`src/rtl/mul_pkg.sv`:
```
// Shared definitions for the Booth multiplier family.
//   state_t      : sequencer state encoding (IDLE / RUN / DONE)
//   booth_sel_t  : radix-4 Booth digit selection (ZERO, +/-1*M, +/-2*M)
//   n_digits()   : number of radix-4 digits processed for a given operand width
package mul_pkg;

    typedef enum logic [1:0] {
        IDLE = 2'b00,
        RUN  = 2'b01,
        DONE = 2'b10
    } state_t;

    typedef enum logic [2:0] {
        ZERO = 3'd0,
        POS1 = 3'd1,
        POS2 = 3'd2,
        NEG1 = 3'd3,
        NEG2 = 3'd4
    } booth_sel_t;

    // Operands are widened by two bits so unsigned values recode correctly;
    // the widened operand holds (width+2)/2 radix-4 digits.
    function automatic int n_digits(input int width);
        return width / 2 + 1;
    endfunction

endpackage

```
`src/rtl/booth_recode.sv`:
```
// Radix-4 Booth recoder: maps a 3-bit overlapping multiplier group
// {q[2k+1], q[2k], q[2k-1]} to a partial-product selection.
//   group : in  3-bit multiplier group
//   sel   : out selection code (booth_sel_t)
module booth_recode
    import mul_pkg::*;
(
    input  logic [2:0]  group,
    output booth_sel_t  sel
);

    always_comb begin
        sel = ZERO;
        unique case (group)
            3'b000, 3'b111: sel = ZERO;
            3'b001, 3'b010: sel = POS1;
            3'b011:         sel = POS2;
            3'b100:         sel = NEG2;
            3'b101, 3'b110: sel = NEG1;
            default:        sel = ZERO;
        endcase
    end

endmodule

```
`src/rtl/booth_mul_seq.sv`:
```
// Iterative radix-4 Booth multiplier, one Booth digit per clock.
//   clock       : in  rising-edge clock
//   clear       : in  asynchronous active-low reset
//   start       : in  request a multiply (accepted in IDLE or DONE)
//   signed_mode : in  1 = two's-complement operands, 0 = unsigned
//   M, Q        : in  multiplicand / multiplier, captured with start
//   busy        : out high while digits are being processed
//   done        : out one-cycle pulse when P holds a new product
//   P           : out 2*WIDTH-bit product, held until the next result
module booth_mul_seq
    import mul_pkg::*;
#(
    parameter int WIDTH = 32
) (
    input  logic                 clock,
    input  logic                 clear,
    input  logic                 start,
    input  logic                 signed_mode,
    input  logic [WIDTH-1:0]     M,
    input  logic [WIDTH-1:0]     Q,
    output logic                 busy,
    output logic                 done,
    output logic [2*WIDTH-1:0]   P
);

    localparam int E  = WIDTH + 2;
    localparam int N  = n_digits(WIDTH);
    localparam int KW = $clog2(N);

    state_t          state;
    logic [E-1:0]    mx;
    logic [E-1:0]    qx;         // shifts right two bits per digit
    logic            lookback;   // q[2k-1] of the current digit
    logic [2*E-1:0]  acc;
    logic [KW-1:0]   k;

    logic [E-1:0]    m_ext;
    logic [E-1:0]    q_ext;
    logic            accept;
    logic            last;
    booth_sel_t      sel;
    logic [E:0]      mx_wide;
    logic [E:0]      pp;
    logic [2*E-1:0]  pp_sext;
    logic [KW:0]     shamt;
    logic [2*E-1:0]  acc_next;

    // The operand mode lives on only through how Mx/Qx are extended here.
    assign m_ext = signed_mode ? {{2{M[WIDTH-1]}}, M} : {2'b00, M};
    assign q_ext = signed_mode ? {{2{Q[WIDTH-1]}}, Q} : {2'b00, Q};

    assign accept = start && ((state == IDLE) || (state == DONE));
    assign last   = (k == KW'(N - 1));

    booth_recode u_recode (
        .group ({qx[1], qx[0], lookback}),
        .sel   (sel)
    );

    // Partial product is E+1 bits so that 2*Mx and its negation both fit.
    assign mx_wide = {mx[E-1], mx};

    always_comb begin
        pp = '0;
        unique case (sel)
            ZERO:    pp = '0;
            POS1:    pp = mx_wide;
            POS2:    pp = {mx, 1'b0};
            NEG1:    pp = -mx_wide;
            NEG2:    pp = -{mx, 1'b0};
            default: pp = '0;
        endcase
    end

    assign pp_sext  = {{(E-1){pp[E]}}, pp};
    assign shamt    = {k, 1'b0};
    assign acc_next = acc + (pp_sext << shamt);

    always_ff @(posedge clock or negedge clear) begin
        if (!clear) begin
            state    <= IDLE;
            busy     <= 1'b0;
            done     <= 1'b0;
            P        <= '0;
            mx       <= '0;
            qx       <= '0;
            lookback <= 1'b0;
            acc      <= '0;
            k        <= '0;
        end else if (accept) begin
            state    <= RUN;
            busy     <= 1'b1;
            done     <= 1'b0;
            mx       <= m_ext;
            qx       <= q_ext;
            lookback <= 1'b0;
            acc      <= '0;
            k        <= '0;
        end else begin
            unique case (state)
                RUN: begin
                    acc      <= acc_next;
                    qx       <= qx >> 2;
                    lookback <= qx[1];
                    k        <= k + 1'b1;
                    if (last) begin
                        state <= DONE;
                        busy  <= 1'b0;
                        done  <= 1'b1;
                        // Full product fits in 2*WIDTH bits in both modes.
                        P     <= acc_next[2*WIDTH-1:0];
                    end
                end
                DONE: begin
                    state <= IDLE;
                    done  <= 1'b0;
                end
                default: begin
                    state <= IDLE;
                    busy  <= 1'b0;
                    done  <= 1'b0;
                end
            endcase
        end
    end

endmodule

```
`config.mk`:
```
export PLATFORM = sky130hd
export DESIGN_NAME = booth_mul_seq
export DESIGN_NICKNAME = d
export VERILOG_FILES = /design/src/rtl/mul_pkg.sv /design/src/rtl/booth_recode.sv /design/src/rtl/booth_mul_seq.sv
export SDC_FILE = /design/constraint.sdc
export NUM_CORES = 1
export LEC_CHECK = 0
export BUFFER_PORTS_ARGS = -buffer_cell sky130_fd_sc_hd__buf_2
export CAP_MARGIN = 20
export CORE_ASPECT_RATIO = 0.5
export CORE_MARGIN = 4
export CORE_UTILIZATION = 45
export DETAILED_ROUTE_END_ITERATION = 10
export GPL_TIMING_DRIVEN = 0
export PLACE_DENSITY_LB_ADDON = 0.05
export SYNTH_ARGS = -nofsm -noshare
export SYNTH_HDL_FRONTEND = slang
export SYNTH_HIERARCHICAL = 1
export SYNTH_SLANG_ARGS = --single-unit
```
`constraint.sdc`:
```
create_clock -name clock -period 7.9 [get_ports clock]
set_clock_uncertainty 0.1 [all_clocks]
set_input_delay 2.37 -clock clock [delete_from_list [all_inputs] [get_ports clock]]
set_output_delay 2.37 -clock clock [all_outputs]
set_load 0.02 [all_outputs]
```
==> impl_metrics.csv <==
group,metric,value,unit
outcome,status,"finished, final reports clean",
clock_tree,cts_max_level,1,
clock_tree,clock_latency,570,ps
yosys,synth_nets,2095,
global_routing,grt_max_degree,120,
global_routing,grt_usage,0.303,
finish,final_core_utilization,0.518,
timing,timing.fmax,134,MHz
place,port_buffers,133,
timing,finalSetupViolCount,0,
clock_tree,postCtsSetupBuffers,0,
clock_tree,clock_sinks,203,
clock_tree,cts.clk_slew.worst_paths,70,ps
finish,antennaDiodeCount,0,
yosys,synth_top_cell_area_share,0.323,
critical_path,start_kind,"flip-flop",
yosys,yosysTopAreaCell,"dfrtp_1",
floorplan,die_area,0.0382,mm2
route,vias_per_cell,5.95,
global_routing,grt_pass1_vias,14975,
floorplan,core,0.0345,mm2
route,dr_total_vias,15521,
route,routed_wirelength,58800,um
floorplan,die_width,273,um
critical_path,cpPeakStageDelay,410,ps
floorplan,die_h,140,um
clock_tree,cts.path.max_buffers,3,
critical_path,r2r_setup_slack,410,ps
timing,maxSlewViolCount,0,
clock_tree,cts-resized-gates,4,
yosys,ys_top_cells_by_count,"nand2_1 (398), dfrtp_1 (203), nor2_1 (161)",
yosys,yosysMostFrequentCell,"nand2_1",
timing,hold_viol,0,
critical_path,end_kind,"flip-flop",
clock_tree,cts_root_buf,"clkbuf_16",
yosys,ys_top_cells_by_area,"dfrtp_1 (32%), nand2_1 (9.5%), ha_1 (5.4%), a21oi_1 (4.0%), nor2_1 (3.8%)",
floorplan,io_pins,134,
critical_path,crit_slowest_cell,"nor2b_2",
job,maxCapViolCount,0,
critical_path,critical_path_class,"reg -> reg",
timing,period_minus_slack,7490,ps
critical_path,cp.required,8210,ps
route,routedWlPerCell,22.5,um
global_routing,gr-total-overflow,0,
clock_tree,cts_tree,"built",
yosys,synthArstFlopShare,1.00,
global_routing,grt_pass1_wl,91100,um
yosys,syn_area,0.0157,mm2
yosys,syn_area_per_cell,8.04,um2
timing,rsz0062_at_grt,"no",
yosys,synth_cell_types,88,
place,place_congestion,0.986,
route,dr.pass1.iters,5,
yosys,synthCells,1958,
yosys,synth_warnings,6,
finish,synthToLayoutAreaGrowth,13.3,%
finish,drive_gt1_frac,0.128,
yosys,synth-edff-count,0,
route,drtIter0Drc,1470,
clock_tree,cts_made_buffers,22,
yosys,seq_area_frac_synth,0.323,
floorplan,initial_core_util,0.457,
yosys,synth-main-ff-cell,"dfrtp_1",
place,hpwl,45500,um
critical_path,cp_max_fo,10,
timing,period_share,0.948,
finish,n_fill_cell,3435,
route,drcViolationCount,0,
clock_tree,hold_buffers,0,
floorplan,rows,48,
timing,worst_pin_slew,1080,ps
critical_path,critPathArrivalTime,7800,ps
yosys,ys_ff_latch,203,
finish,nets,2254,
hold_path,holdCritPathClass,"reg -> reg",
timing,slew-limit-headroom,0.271,
global_routing,antenna_found_initial,1,
route,ant_nets,0,
-- sequential cells by signal (all words and copies together), names as in the netlist --
| signal | cells |
|---|---|
| mx | 33 |
| qx | 33 |
| state | 1 |
| busy | 1 |
| acc | 64 |
| lookback | 1 |
| done | 1 |
| k | 5 |
| P | 64 |
-- layout make-up --
class	count	area, um2	share of cell area
buffer	152	606	0.0339
clock buffer	28	623	0.0349
clock inverter	12	123	0.00687
inverter	29	109	0.00610
multi-input combinational	1574	10000	0.561
sequential	203	5080	0.285
tap	475	594	0.0333
timing repair buffer	135	708	0.0397
-- cells by family (layout without fill, tap and decap cells) --
logic type | after synthesis | count (layout) | share of synthesized area
and+or+nand+nor | 749 | 749 | 0.213
adders and majority gates | 69 | 69 | 0.0553
xor gates and xnor gates | 91 | 91 | 0.0506
DFF | 203 | 203 | 0.323
muxes | 80 | 80 | 0.0580
AOI/OAI and AO/OA | 585 | 585 | 0.256
buffers and inverters | 181 | 356 | 0.0447
-- critical path, delay by kind of cell, from the launching register on --
| family | cells | cell delay (ps) |
|---|---|---|
| and+or+nand+nor | 5 | 800 |
| adders and majority gates | 2 | 630 |
| AOI/OAI and AO/OA | 14 | 3830 |
| buffers and inverters | 4 | 870 |
| xor gates and xnor gates | 1 | 250 |
| DFF | 1 | 390 |
| muxes | 2 | 450 |
-- through the flow --
step	hold slack [ps]	worst slack [ps]	std cells	area [um2]	setup TNS (ps)
after floorplan	346	1890	1958	15700	0
after global placement	355	-558	2566	17000	-5480
after detailed placement	358	-170	2568	17100	-676
after CTS	374	118	2608	17800	0
after global routing	397	68.9	2608	17800	0
final	366	412	2608	17800	0
-- metal layers --
metal  track usage  share of wire  up-vias
met5             0              0        -
met4        0.0875          0.032        0
li1              -              -     7384
met3        0.0534          0.066      108
met2         0.451           0.42      526
met1         0.451           0.48     7503
-- worst paths after layout --
path | startpoint | end | cells after the start
max | lookback | acc[53] | 28
min | P[34] | P[34] | 2
max reg2reg | lookback | acc[53] | 28
min reg2reg | P[34] | P[34] | 2
max in group asynchronous | clear | acc[46] | 2
min in group asynchronous | clear | mx[25] | 1
-- cell usage in the layout (no fill, tap or decap), types with 46 or more instances in the layout --
cell	Yosys	final
a22o_1	61	61
a21oi_1	126	126
clkbuf_1	122	117
nand2_1	398	398
a21o_1	52	52
xnor2_1	53	53
mux2i_1	47	47
dfrtp_1	203	203
nor2_1	161	160
buf_2	8	141
o21ai_0	96	92
ha_1	68	68
a22oi_1	46	46
Power is left out: the tool's default activity adds up to more than one toggle a clock period on the data nets, which glitch-free logic cannot reach.
